$ cat src/rtl/adventure_room_fsm.sv
// Purpose : room-navigation FSM for the adventure game; feeds sw to sword_fsm and resolves the Dragon's Den from v.
// Latency : a single-button rising edge moves the player on the same posedge it is sampled; room/sw/win/die are Moore outputs of the state register.
// Backpress: none; buttons are level inputs, edge-detected here; simultaneous rises are dropped. Optional move budget under `MOVE_LIMIT_EN`.
module adventure_room_fsm #(
   parameter int CNT_W      = 6,
   parameter int MOVE_LIMIT = 20
) (
   input  logic             clock,
   input  logic             R,
   input  logic             N,
   input  logic             S,
   input  logic             E,
   input  logic             W,
   input  logic             v,
   output logic             sw,
   output logic [2:0]       room,
   output logic             win,
   output logic             die,
   output logic [CNT_W-1:0] move_count
);

   // Room codes double as the externally visible room number.
   typedef enum logic [2:0] {
      CAVE   = 3'd0,
      TUNNEL = 3'd1,
      RIVER  = 3'd2,
      STASH  = 3'd3,
      DEN    = 3'd4,
      VAULT  = 3'd5,
      GRAVE  = 3'd6
   } state_t;

   // Bit positions of the buttons inside the packed {N,S,E,W} vector.
   localparam int N_B = 3;
   localparam int S_B = 2;
   localparam int E_B = 1;
   localparam int W_B = 0;

   localparam logic [CNT_W-1:0] CNT_MAX = {CNT_W{1'b1}};
   localparam logic [CNT_W-1:0] LIMIT_C = CNT_W'(MOVE_LIMIT);

`ifdef MOVE_LIMIT_EN
   localparam bit LIMIT_EN = 1'b1;
`else
   localparam bit LIMIT_EN = 1'b0;
`endif

   state_t           state_q, state_d;
   logic [3:0]       btn_q, btn_d;
   logic [CNT_W-1:0] cnt_q, cnt_d;

   logic [3:0]       btn_now;
   logic [3:0]       rise;
   logic             one_rise;
   logic             move_ok;
   logic             limit_hit;
   logic             limit_state;

   // Edge detection: a move needs exactly one freshly pressed button this cycle.
   always_comb begin
      btn_now  = {N, S, E, W};
      btn_d    = btn_now;
      rise     = btn_now & ~btn_q;
      one_rise = (rise != 4'd0) && ((rise & (rise - 4'd1)) == 4'd0);
   end

   // Next-state and move-accept decode; the budget check overrides any move in the live rooms.
   always_comb begin
      state_d     = state_q;
      move_ok     = 1'b0;
      limit_state = 1'b0;
      case (state_q)
         CAVE: begin
            limit_state = 1'b1;
            if (one_rise && rise[E_B]) begin
               state_d = TUNNEL;
               move_ok = 1'b1;
            end
         end
         TUNNEL: begin
            limit_state = 1'b1;
            if (one_rise && rise[W_B]) begin
               state_d = CAVE;
               move_ok = 1'b1;
            end else if (one_rise && rise[S_B]) begin
               state_d = RIVER;
               move_ok = 1'b1;
            end
         end
         RIVER: begin
            limit_state = 1'b1;
            if (one_rise && rise[N_B]) begin
               state_d = TUNNEL;
               move_ok = 1'b1;
            end else if (one_rise && rise[W_B]) begin
               state_d = STASH;
               move_ok = 1'b1;
            end else if (one_rise && rise[E_B]) begin
               state_d = DEN;
               move_ok = 1'b1;
            end
         end
         STASH: begin
            limit_state = 1'b1;
            if (one_rise && rise[E_B]) begin
               state_d = RIVER;
               move_ok = 1'b1;
            end
         end
         // The sword was latched by sword_fsm while in STASH, so v is stable here.
         DEN:     state_d = v ? VAULT : GRAVE;
         VAULT:   state_d = VAULT;
         GRAVE:   state_d = GRAVE;
         default: state_d = CAVE;
      endcase

      limit_hit = LIMIT_EN && limit_state && (cnt_q == LIMIT_C);
      if (limit_hit) begin
         state_d = GRAVE;
         move_ok = 1'b0;
      end
   end

   // Saturating move counter; the automatic DEN exit never sets move_ok.
   always_comb begin
      cnt_d = cnt_q;
      if (move_ok && (cnt_q != CNT_MAX)) begin
         cnt_d = cnt_q + 1'b1;
      end
   end

   // State, button history and counter registers with synchronous reset.
   always_ff @(posedge clock) begin
      if (R) begin
         state_q <= CAVE;
         btn_q   <= 4'd0;
         cnt_q   <= '0;
      end else begin
         state_q <= state_d;
         btn_q   <= btn_d;
         cnt_q   <= cnt_d;
      end
   end

   // Moore outputs decoded from the state register only.
   always_comb begin
      sw         = (state_q == STASH);
      win        = (state_q == VAULT);
      die        = (state_q == GRAVE);
      room       = state_q;
      move_count = cnt_q;
   end

endmodule
$ cat config.mk
export PLATFORM = sky130hd
export DESIGN_NAME = adventure_room_fsm
export DESIGN_NICKNAME = d
export VERILOG_FILES = /design/src/rtl/adventure_room_fsm.sv
export SDC_FILE = /design/constraint.sdc
export NUM_CORES = 1
export LEC_CHECK = 0
export ABC_AREA = 1
export CORE_MARGIN = 5
export CORE_UTILIZATION = 50
export DETAILED_ROUTE_END_ITERATION = 16
export GPL_TIMING_DRIVEN = 0
export PLACE_DENSITY = 0.84
export SETUP_SLACK_MARGIN = 0.15
export SKIP_LAST_GASP = 1
export SLEW_MARGIN = 20
export SYNTH_ARGS = -nofsm -noshare
export SYNTH_HDL_FRONTEND = slang
export SYNTH_SLANG_ARGS = --single-unit
$ cat constraint.sdc
create_clock -name clock -period 2.6 [get_ports clock]
set_input_delay 0.39 -clock clock [delete_from_list [all_inputs] [get_ports clock]]
set_output_delay 0.39 -clock clock [all_outputs]
set_load 0.005 [all_outputs]
# ---- Word-level counts from Yosys, hierarchy flattened
# Index checks and enable logic that the tools add are counted.
dict set report totals {
  reg_bits 13
}
dict set report op_classes {
  n_addsub 2
  eq_ne 11
  n_mux 15
  bitwise 3
  reduce_logical 11
}
# op n
set op_table {}
lappend op_table {{two-way mux 3 bit} 7}
lappend op_table {{one-hot mux 3 bit (7 select lines)} 1}
lappend op_table {{equality test 3 bit (second input constant)} 3}
lappend op_table {{AND 4 bit} 2}
lappend op_table {{adder 6 x 1 -> 6 bit (second input constant)} 1}
lappend op_table {{equality test 3 x 2 -> 1 bit (second input constant)} 2}
lappend op_table {{logical AND 1 bit} 6}
lappend op_table {{!= test 6 bit (second input constant)} 1}
lappend op_table {{two-way mux 1 bit} 5}
lappend op_table {{zero test 4 bit} 1}
lappend op_table {{!= test 4 bit (second input constant)} 1}
lappend op_table {{inverter 4 bit} 1}
lappend op_table {{AND reduction 4 bit} 1}
lappend op_table {{nonzero test 4 bit} 1}
lappend op_table {{subtractor 4 x 1 -> 4 bit (second input constant)} 1}
lappend op_table {{equality test 3 x 1 -> 1 bit (second input constant)} 1}
lappend op_table {{zero test 3 bit} 1}
lappend op_table {{!= test 3 bit (second input constant)} 1}
lappend op_table {{one-hot mux 1 bit (3 select lines)} 1}
lappend op_table {{two-way mux 2 bit} 1}
lappend op_table {{!= test 2 x 1 -> 1 bit (second input constant)} 1}
lappend op_table {{!= test 2 bit (second input constant)} 1}
lappend op_table {{OR reduction 2 bit} 1}

# ---- Depth between registers and ports, before layout
dict set report logic_depth {
  ltp_word 12
  depth_mapped 11
}

# ---- Worst setup path after synthesis
# Ideal clock, no wire load.
dict set report synth_path {
  path_kind {flip-flop to flip-flop}
  start {reg cnt_q[0] (netlist: move_count[0])}
  end {reg cnt_q[4] (netlist: move_count[4])}
  setup_ns 0.069
  t_arrival_ns 1.190
  required_ns 2.531
  slack_ns 1.341
  stages_incl_launch_ff 7
  cell_sequence {dfxtp_1 -> ha_1 -> nand3_1 -> nand3b_4 -> nand2_4 -> nand2_2 -> a21oi_2}
}
dict set report synth_between {
  elab_chain_cells 2
}
# item line_no
set synth_lines {}
lappend synth_lines {{from (decl)} 50} ;# logic [CNT_W-1:0] cnt_q, cnt_d;
lappend synth_lines {{from (signal assigned)} 141} ;# cnt_q <= cnt_d;
lappend synth_lines {{parallel branches: the longest is 2 deep, another holds adder 6 x 1 -> 6 bit} -}
# Several ways; the timed one is not identified.
# A chain may end at the register's enable or synchronous reset.

# ---- Final worst setup path
dict set report layout_path {
  start {reg state_q[2] (netlist: room[2])}
  end {out win}
}
dict set report layout_between {
  elab_chain_cells 1
}
# item line_no
set layout_lines {}
lappend layout_lines {{from (decl)} 48} ;# state_t state_q, state_d;
lappend layout_lines {{from (signal assigned)} 139} ;# state_q <= state_d;
lappend layout_lines {{equality test 3 bit} 148} ;# win = (state_q == VAULT);
lappend layout_lines {{to (decl)} 17} ;# output logic win,
# No other way between the ends.

==> impl_metrics.toml <==
[run_status]
outcome = "completed"

[placed_design]
dpl.hpwl_um = 1390
gp_congestion = 0.847
port-buffer-count = 18
dp_cells = 151

[cells_and_area]
antenna_cells = 0
syn2layout_area_growth_pct = 26.5
drive_gt1_share_pct = 29.0
final_util_pct = 64.4
num-nets-final = 147
fin_cells = 155
fillers = 148

[yosys]
avgSynthCellArea_sq_um = 7.42
ys_warn_count = 0
syn_inst = 116
postSynth.asyncResetShare_pct = 0
synth_edf_count = 0
synth.top_cell.area_share_pct = 30.2
synth_ff_type = "dfxtp_1"
syn-num-nets = 124
yosys.area.top_type = "dfxtp_1"
yosys_register_bits = 13
synth_area_sq_um = 861
yosysSeqAreaShare_pct = 30.2
synthTopCellsByArea = "dfxtp_1, nand2_2, nand3_1, nand2_1, inv_1"
yosysUniqueCellTypes = 26

[critical_path]
crit_slowest_cell = "clkdlybuf4s50_1"
worstSetupStartpointType = "flip-flop"
cp-end-kind = "output pin"
critPathKind = "flip-flop to output pin"
critPathMaxStageDelay_ns = 0.51
cp_max_fo = 7
required_ns = 2.21
critical_path_arrival_ns = 1.53
crit_chain = "inv_2, nor2_1, clkdlybuf4s50_1"

[flow_run]
max_cap_viol_count = 0

[global_route]
grt_pass1_wl_um = 2990
grt_max_degree = 11
track_usage_pct = 15.1
first_global_vias = 737
antenna_found_initial = 0
grt_overflow_total = 0

[clock_network]
cts_buffers = 3
postCtsHoldBufs = 0
ctsResizeCount = 0
numClockSinks = 13
clk-insertion-delay-late_ns = 0.27
cts_tree = "done"
cts_buffer_depth = 2
htree_levels = 1
cts_root_buf = "clkbuf_4"
clkTransAtPathRegs_ns = 0.08
post-cts-setup-buffer-count = 0

[sta]
final_hold_viol_count = 0
fmax_mhz = 520
setup_violations = 0
rsz0062_at_grt = "false"
slew-limit-headroom_pct = 61.2
tightestPinTransition_ns = 0.582
setup_tns_ns = 0
slew_viol_final = 0
fin_crit_sh_pct = 74.0
skew_ns = 0.00223
fin_crit_ns = 1.92

[power_and_ir_drop]
swShare_pct = 37.4
p_sw_uw = 227
p_int_uw = 380
pwr-share-seq_pct = 38.6
power.density_mw_per_mm2 = 557
p_leak_nw = 0.473
pwr-share-clk_pct = 20.7
ir_drop_uv = 315
comb_power_share_pct = 40.7

[detailed_routing]
vias = 798
top_layer = "met4"
drt_iter0_drc = 18
vias_per_cell = 5.15
antenna_left = 0
met1Wirelength_um = 795
wl_per_cell_um = 11.6
wirelength_um = 1800
drc = 0
dr_wl_met3_um = 74
first_pass_iters = 4
route.met2.wl_um = 911

[die]
die_w_um = 51.5
io_pins = 19
core_area_sq_mm = 0.00169
rows = 15
dieArea_sq_mm = 0.00265
fp.dieH_um = 51.5
initial_core_util_pct = 51.0

[min_path]
hp-class = "flip-flop to flip-flop"
==> cells in the mapped netlist (3+ instances only) <==
cell,number
inv_2,4
nand2_1,15
dfxtp_1,13
a21oi_1,3
nor2_1,11
nor2_2,4
nand2_2,14
nand3_1,12
a21oi_2,6
inv_1,14
==> placed cells by master, fill, tap and decap left out, types with 2 or more instances in the layout <==
| master | instances |
|---|---|
| clkdlybuf4s50_1 | 18 |
| nand2_1 | 15 |
| inv_1 | 14 |
| nand2_2 | 14 |
| dfxtp_1 | 13 |
| nand3_1 | 12 |
| nor2_1 | 11 |
| a21oi_2 | 6 |
| inv_2 | 4 |
| nor2_2 | 4 |
| a21oi_1 | 3 |
| clkbuf_4 | 3 |
| nor3_2 | 2 |
| nand3_2 | 2 |
| xnor2_1 | 2 |
| xor2_1 | 2 |
==> kinds of logic (layout without fill, tap and decap cells) <==
logic type | Yosys count | count (layout) | synth area share [%]
adders and majority gates | 1 | 1 | 1.45
buffers and inverters | 19 | 41 | 8.28
and+or+nand+nor | 67 | 67 | 45.2
AOI/OAI and AO/OA | 12 | 12 | 10.8
xor gates and xnor gates | 4 | 4 | 4.07
DFF | 13 | 13 | 30.2
==> final cells by class <==
class / count / area (sq um) / share of cell area [%]
multi-input cells: 84 / 529 / 48.6
flip-flops and latches: 13 / 260 / 23.9
repair buffers: 18 / 180 / 16.6
inverters: 18 / 67.6 / 6.21
clock buffers: 4 / 26.3 / 2.41
well taps: 17 / 21.3 / 1.95
plain buffers: 1 / 3.75 / 0.345
==> stage by stage <==
step / area [sq um] / setup WS (ns) / hold WS (ns) / total power, mW
detailed placement: 1060 / 0.739 / 0.496 / 0.485
global route: 1090 / 0.605 / 0.541 / 0.650
global placement: 1060 / 0.770 / 0.489 / 0.477
floorplan: 861 / 1.34 / 0.452 / 0.410
finish: 1090 / 0.676 / 0.509 / 0.607
CTS: 1090 / 0.669 / 0.510 / 0.616
==> worst max-delay path, delay by kind of cell (launching register included) <==
family | cells | cell delay (ns)
DFF | 1 | 0.50
buffers and inverters | 2 | 0.61
and+or+nand+nor | 1 | 0.14
==> metal layers <==
| layer | track usage [%] | vias up |
|---|---|---|
| met4 | 10.5 | 0 |
| li1 | - | 413 |
| met5 | 0 | - |
| met3 | 3.15 | 2 |
| met2 | 25.4 | 17 |
| met1 | 16.8 | 366 |
==> power by group through the flow <==
| stage | combinational [mW] | clock (mW) | sequential, mW |
|---|---|---|---|
| after detailed placement | 0.246 | 0 | 0.239 |
| after floorplan | 0.171 | 0 | 0.239 |
| after global placement | 0.239 | 0 | 0.238 |
| after global routing | 0.274 | 0.138 | 0.238 |
| final | 0.247 | 0.126 | 0.234 |
| after CTS | 0.248 | 0.133 | 0.234 |
==> registers in the layout, indices dropped and copies added (netlist names) <==
signal      flops
move_count      6
room            3
btn_q           4
==> path summary, 6_finish.rpt <==
path | from | slack [ns] | cells after the start | to
worst min register to register | move_count[1] | 0.51 | 2 | move_count[1]
worst max-delay path | room[2] | 0.68 | 3 | win
worst min-delay path | move_count[1] | 0.51 | 2 | move_count[1]
worst max register to register | move_count[0] | 1.18 | 6 | move_count[2]
(Power assumes the default switching activity.)
